--- src/rtl/pipe_hazard_ctrl.sv ---
// pipe_hazard_ctrl
// Hazard and sequencing controller for the 5-stage pipeline. It produces
// registered forwarding selects for the EX-stage ALU operand muxes, and
// combinational pipeline-register write enables and flushes for load-use
// stalls, taken-branch flushes and multi-cycle mul/div occupancy of EX.
//
// Parameters
//   MD_LAT        total EX-stage occupancy of a mul/div op in cycles (2..15)
//   RA_W          register-address width
// Ports
//   clk, rst      clock and synchronous active-high reset
//   id_rs/id_rt   source registers of the ID instruction
//   id_use_rs/rt  ID instruction actually reads rs / rt
//   ex_rd, ex_regwrite, ex_memread   destination, writeback and load flag in EX
//   mem_rd, mem_regwrite             destination and writeback flag in MEM
//   ex_md_start   a mul/div has just entered EX
//   ex_br_taken   branch or jump in EX resolved taken
//   fwd_a, fwd_b  operand selects: 00 regfile, 01 MEM result, 10 WB result
//   pc_we, ifid_we, idex_we   pipeline-register write enables
//   ifid_flush, idex_flush    load NOP / bubble into IF/ID, ID/EX
//   exmem_bubble  EX/MEM loads a bubble while the mul/div is incomplete
//   md_busy       mul/div FSM is in BUSY
module pipe_hazard_ctrl #(
  parameter int MD_LAT = 4,
  parameter int RA_W   = 5
) (
  input  logic            clk,
  input  logic            rst,
  input  logic [RA_W-1:0] id_rs,
  input  logic [RA_W-1:0] id_rt,
  input  logic            id_use_rs,
  input  logic            id_use_rt,
  input  logic [RA_W-1:0] ex_rd,
  input  logic            ex_regwrite,
  input  logic            ex_memread,
  input  logic [RA_W-1:0] mem_rd,
  input  logic            mem_regwrite,
  input  logic            ex_md_start,
  input  logic            ex_br_taken,
  output logic [1:0]      fwd_a,
  output logic [1:0]      fwd_b,
  output logic            pc_we,
  output logic            ifid_we,
  output logic            ifid_flush,
  output logic            idex_we,
  output logic            idex_flush,
  output logic            exmem_bubble,
  output logic            md_busy
);

  typedef enum logic {IDLE, BUSY} md_state_t;

  localparam logic [3:0] CNT_INIT = 4'(MD_LAT - 2);

  md_state_t state, state_next;
  logic [3:0] cnt, cnt_next;

  logic ex_hit_rs, ex_hit_rt, mem_hit_rs, mem_hit_rt;
  logic load_use, md_stall;
  logic [1:0] fwd_a_next, fwd_b_next;

  // Register 0 is hard-wired zero, so it never counts as a producer.
  assign ex_hit_rs  = id_use_rs && ex_regwrite  && (ex_rd  != '0) && (ex_rd  == id_rs);
  assign ex_hit_rt  = id_use_rt && ex_regwrite  && (ex_rd  != '0) && (ex_rd  == id_rt);
  assign mem_hit_rs = id_use_rs && mem_regwrite && (mem_rd != '0) && (mem_rd == id_rs);
  assign mem_hit_rt = id_use_rt && mem_regwrite && (mem_rd != '0) && (mem_rd == id_rt);

  assign load_use = ex_memread && (ex_hit_rs || ex_hit_rt);

  // The start cycle already stalls; the last BUSY cycle (cnt==0) releases.
  assign md_stall = ((state == IDLE) && ex_md_start) || ((state == BUSY) && (cnt != 4'd0));

  // md_busy reflects the FSM state, including the releasing cycle.
  assign md_busy = (state == BUSY);

  // Selects are computed for the ID instruction and take effect once it is in
  // EX, so an EX producer will then sit in MEM and a MEM producer in WB.
  always_comb begin
    fwd_a_next = 2'b00;
    fwd_b_next = 2'b00;
    if (ex_hit_rs)       fwd_a_next = 2'b01;
    else if (mem_hit_rs) fwd_a_next = 2'b10;
    if (ex_hit_rt)       fwd_b_next = 2'b01;
    else if (mem_hit_rt) fwd_b_next = 2'b10;
  end

  // Control priority: reset, then mul/div stall, then taken branch, then
  // load-use. A taken branch discards the ID instruction, so its load-use
  // hazard is moot and the PC must still load the target.
  always_comb begin
    pc_we        = 1'b1;
    ifid_we      = 1'b1;
    ifid_flush   = 1'b0;
    idex_we      = 1'b1;
    idex_flush   = 1'b0;
    exmem_bubble = 1'b0;
    if (!rst) begin
      if (md_stall) begin
        pc_we        = 1'b0;
        ifid_we      = 1'b0;
        idex_we      = 1'b0;
        exmem_bubble = 1'b1;
      end else if (ex_br_taken) begin
        ifid_flush = 1'b1;
        idex_flush = 1'b1;
      end else if (load_use) begin
        pc_we      = 1'b0;
        ifid_we    = 1'b0;
        idex_flush = 1'b1;
      end
    end
  end

  // Mul/div next-state logic; a new start is ignored while BUSY.
  always_comb begin
    state_next = state;
    cnt_next   = cnt;
    case (state)
      IDLE: begin
        if (ex_md_start) begin
          state_next = BUSY;
          cnt_next   = CNT_INIT;
        end
      end
      BUSY: begin
        if (cnt != 4'd0) begin
          cnt_next = cnt - 4'd1;
        end else begin
          state_next = IDLE;
        end
      end
      default: begin
        state_next = IDLE;
        cnt_next   = 4'd0;
      end
    endcase
  end

  // FSM state register.
  always_ff @(posedge clk) begin
    if (rst) begin
      state <= IDLE;
      cnt   <= 4'd0;
    end else begin
      state <= state_next;
      cnt   <= cnt_next;
    end
  end

  // Forwarding selects follow the ID/EX register: cleared by a bubble and
  // frozen while ID/EX holds.
  always_ff @(posedge clk) begin
    if (rst || idex_flush) begin
      fwd_a <= 2'b00;
      fwd_b <= 2'b00;
    end else if (idex_we) begin
      fwd_a <= fwd_a_next;
      fwd_b <= fwd_b_next;
    end
  end

endmodule

--- config.mk ---
export PLATFORM = sky130hd
export DESIGN_NAME = pipe_hazard_ctrl
export DESIGN_NICKNAME = d
export VERILOG_FILES = /design/src/rtl/pipe_hazard_ctrl.sv
export SDC_FILE = /design/constraint.sdc
export NUM_CORES = 1
export LEC_CHECK = 0
export CORE_MARGIN = 4
export CORE_UTILIZATION = 34
export CTS_CLUSTER_DIAMETER = 100
export DETAILED_ROUTE_END_ITERATION = 6
export PLACE_DENSITY = 0.74
export SETUP_SLACK_MARGIN = 0.15
export SLEW_MARGIN = 20
export SYNTH_ARGS = -nofsm -noshare
export SYNTH_HDL_FRONTEND = slang
export SYNTH_SLANG_ARGS = --single-unit
--- constraint.sdc ---
create_clock -name clk -period 2.2 [get_ports clk]
set_input_delay 0.55 -clock clk [delete_from_list [all_inputs] [get_ports clk]]
set_output_delay 0.55 -clock clk [all_outputs]
set_load 0.02 [all_outputs]
Word-level counts from Yosys, hierarchy flattened
Index checks and enable logic that the tools add are counted.

Bits in registers: 9. Input port bits: 29. Output and inout bits: 11. Logic and storage cells: 59.

Add/sub/neg operators: 1. Equal/unequal tests: 6. Multiplexer cells: 25. Bitwise logic cells: 1. Reduce and logical (&&, ||, !) cells: 22.

Operator list (count): $eq A5 B5 Y1 (4); $mux W1 (17); $logic_and A1 B1 Y1 (15); $reduce_bool A5 Y1 (2); $mux W2 (4); $mux W4 (2); $pmux W4 S2 (1); $reduce_bool A4 Y1 (1); $sub A4 B1 Y4 const B (1); $logic_or A1 B1 Y1 (3); $ne A2 B1 Y1 const B (1); $ne A2 B2 Y1 const B (1); $pmux W1 S2 (1); $reduce_and A2 Y1 (1); $not A1 Y1 (1).

Depth between registers and ports, before layout
Word-level depth: 10. Gate-level depth with buffers: 6.

Worst setup path after synthesis
No wires, ideal clock.

Kind: in2out. From: input rst. To: output idex_we. Arrival time: 1.862 ns. Data required time: 1.650 ns. Slack: -0.212 ns. Stages on the path: 3. Buffers on the path: 1. Cell sequence: buf_1 a311oi_1 inv_2.

Word-level cells in the longest chain between the ends: 1.

RTL lines: start: declaration (line 28) `input logic rst,`; $mux W1 (line 97) `if (!rst) begin`; end: declaration (line 45) `output logic idex_we,`.

Every way passes these cells.

Worst setup path in the final report
From: input id_rt[0]. To: output pc_we.

Word-level cells in the longest chain between the ends: 8.

RTL lines: start: declaration (line 30) `input logic [RA_W-1:0] id_rt,`; $eq A5 B5 Y1 (line 64) `assign ex_hit_rt = id_use_rt && ex_regwrite && (ex_rd != '0) && (ex_rd == id_rt);`; $logic_and A1 B1 Y1 (line 64); $logic_or A1 B1 Y1 (line 68) `assign load_use = ex_memread && (ex_hit_rs || ex_hit_rt);`; $logic_and A1 B1 Y1 (line 68); $mux W1 (line 106) `end else if (load_use) begin`; $mux W1 (line 103) `end else if (ex_br_taken) begin`; $mux W1 (line 98) `if (md_stall) begin`; $mux W1 (line 97); end: declaration (line 42) `output logic pc_we,`.

Every way passes these cells.

==> flow_summary.json <==
{
  "synthToLayoutAreaGrowth_pct": 115,
  "gp_congestion": 0.748,
  "root_buffer": "clkbuf_4",
  "drtPass1Iterations": 4,
  "ctsLongestPathBuffers": 2,
  "rrSetupSlack_ns": 0.31,
  "setup_viol": 3,
  "violations": "negative setup slack",
  "ff2ff_path_depth": 8,
  "layout_commonest_cell": "buf_4",
  "critPathKind": "in2out",
  "rsz0062_at_grt": "true",
  "antenna_found_initial": 0,
  "dr.first_iter.drc_count": 14,
  "cp-start-kind": "input port",
  "tns_ns": -0.805,
  "die_h_um": 54.5,
  "whs_path_depth": 2,
  "hold_slack_ns": 0.460,
  "crit_path_cell_trace": "clkdlybuf4s15_2 > xnor2_1 > nand4_1 > nor4_4 > o21ai_1 > a21o_1 > buf_6",
  "cp_max_fo": 2,
  "drv_slew": 0,
  "worst_slew_pin_slew_ns": 0.343,
  "cp-end-kind": "primary output",
  "drive_above_1_share": 0.473,
  "crit_arrival_ns": 1.94,
  "globalRouteTotalUtil": 0.196,
  "layout.nets": 198,
  "grt_pass1_wl_um": 4220,
  "ir_drop_mv": 0.376,
  "cts_buffers": 3,
  "fmax_mhz": 402,
  "reg2reg_from": "cnt[1]",
  "path_clk_slew_ns": 0.07,
  "p_per_area_nw_per_um2": 434,
  "port_buffers": 39,
  "diodes": 0,
  "grt_max_degree": 7,
  "pre_cts_slack_ns": -1.04,
  "syn_area_um2": 736,
  "core_area_um2": 2000,
  "dpl.hpwl_um": 2070,
  "cpPeakStageDelay_ns": 0.32,
  "outcome": "finished, violations left",
  "io_pins": 40,
  "die-area_um2": 2970,
  "remaining_drc_errors": 0,
  "die-width_um": 54.5,
  "worst-path-buf-inv": 2,
  "vias": 1012,
  "period_needed_ns": 2.49,
  "cap_violations": 0,
  "syn_area_per_cell_um2": 7.83,
  "initial_core_util": 0.368,
  "antenna_left": 0,
  "min_period_over_period": 1.13,
  "syn-num-nets": 124,
  "skew_ns": 0.00733,
  "final_cell_mix": "buf_4 (30), nand2_1 (10), clkdlybuf4s50_1 (10), dlygate4sd2_1 (9)",
  "critPathRequiredTime_ns": 1.65,
  "htree_levels": 1,
  "critPathTopFamily": "simple AND/OR/NAND/NOR gates",
  "row_count": 16,
  "cts_tree": "built",
  "hold_viol_final": 0,
  "ys_seq_area_frac": 0.245,
  "hp-start": "fwd_b[1]",
  "post_drt_wl_per_cell_um": 15.3,
  "relSlewSlack": 0.769,
  "routed_wl_um": 2960,
  "setup_ws_ns": -0.285,
  "grt_overflow": 0,
  "synth_cell_types": 29,
  "hold_end": "fwd_b[1]",
  "numClockSinks": 9,
  "synth_cells": 94,
  "grt_pass1_vias": 1005,
  "synth_warnings": 0,
  "cp_slowest_cell": "nor4_4",
  "routed_via_density": 5.22,
  "dpl_cell_area_um2": 1380,
  "r2r_end": "fwd_a[1]",
  "p_leak_uw": 0.000694,
  "worstSkewPairLatency_ns": 0.27,
  "finalInstanceArea_um2": 1580,
  "hp-class": "reg2reg",
  "yosys_register_bits": 9
}
## timing repair
item                                   in CTS  in global routing
hold buffers                                0                  0
setup endpoints to repair                  10                  6
gates resized for setup                    94                 27
endpoints found under the hold margin       0                  0
pin swaps                                  16                 13
buffers inserted                            2                  1
## layer usage
metal / GRT usage / vias to the layer above / part of all wire
li1: - / 478 / -
met1: 0.184 / 466 / 0.35
met2: 0.398 / 54 / 0.53
met3: 0.0627 / 14 / 0.081
met4: 0.0498 / 0 / 0.037
met5: 0 / - / 0
## flip-flops by register name, indices dropped and copies added, names as in the netlist
name / flops
md_busy: 1
fwd_b: 2
fwd_a: 2
cnt: 4
## cell usage after synthesis
| master | number | area (um2) |
|---|---|---|
| a21o_1 | 3 | 22.5 |
| a21oi_1 | 5 | 25.0 |
| a221oi_1 | 1 | 8.76 |
| a311oi_1 | 2 | 17.5 |
| a31o_1 | 1 | 8.76 |
| a31oi_1 | 1 | 6.26 |
| a41o_1 | 1 | 10.0 |
| buf_1 | 1 | 3.75 |
| buf_4 | 1 | 7.51 |
| dfxtp_1 | 9 | 180 |
| ha_1 | 1 | 12.5 |
| inv_1 | 5 | 18.8 |
| inv_2 | 1 | 3.75 |
| mux2i_1 | 1 | 10.0 |
| nand2_1 | 10 | 37.5 |
| nand2b_1 | 1 | 6.26 |
| nand3_1 | 3 | 15.0 |
| nand4_1 | 2 | 12.5 |
| nor2_1 | 8 | 30.0 |
| nor2_4 | 1 | 11.3 |
| nor2b_1 | 1 | 6.26 |
| nor3b_1 | 1 | 7.51 |
| nor4_1 | 5 | 31.3 |
| o21ai_0 | 2 | 10.0 |
| o22ai_1 | 1 | 6.26 |
| or4_1 | 3 | 22.5 |
| or4_4 | 1 | 11.3 |
| xnor2_1 | 14 | 123 |
| xor2_1 | 8 | 70.1 |
## worst min-delay path, stage by stage (launching register included)
cell,delay (ns)
dfxtp_1,0.31
nand2_1,0.05
a21oi_1,0.05
## area by class of cell
class	count	area (um2)
clock buffer	3	22.5
clock inverter	1	5.00
fill	141	418
inverter	6	22.5
multi-input combinational	77	687
sequential	9	184
tap	27	33.8
timing repair buffer	71	629
## logic make-up after synthesis
kind of cell,Yosys count,synth area share
fa+ha+maj,1,0.0170
compound gates,17,0.156
buf+inv,8,0.0459
simple gates,36,0.260
mux,1,0.0136
flops,9,0.245
xor+xnor,22,0.262
## worst max path at each step
stage / from / to / slack (ns) / cells after the start
2_1_floorplan: ex_rd[0] / pc_we / -0.11 / 6
3_3_place_gp: ex_rd[0] / pc_we / -0.95 / 7
3_5_place_dp: ex_rd[0] / pc_we / -1.04 / 8
4_1_cts: ex_rd[0] / idex_flush / -0.24 / 8
5_1_grt: id_rt[0] / pc_we / -0.33 / 7
6_report: id_rt[0] / pc_we / -0.29 / 7
## where the power goes
| group | internal, uW | leakage [uW] | switching [uW] |
|---|---|---|---|
| Sequential | 178 | 0.0000744 | 16.6 |
| Clock | 67.4 | 0.0000177 | 69.5 |
| Combinational | 187 | 0.000602 | 169 |
| Total | 432 | 0.000694 | 255 |
## per-stage QoR
| stage | utilization | std cells | power, uW |
|---|---|---|---|
| after global routing | 0.791 | 194 | 731 |
| after detailed placement | 0.687 | 187 | 491 |
| after global placement | 0.687 | 187 | 480 |
| after CTS | 0.733 | 193 | 648 |
| after floorplan | - | 94 | 331 |
| final | 0.791 | 194 | 687 |
Note: power is estimated with default switching activity, not from simulation.
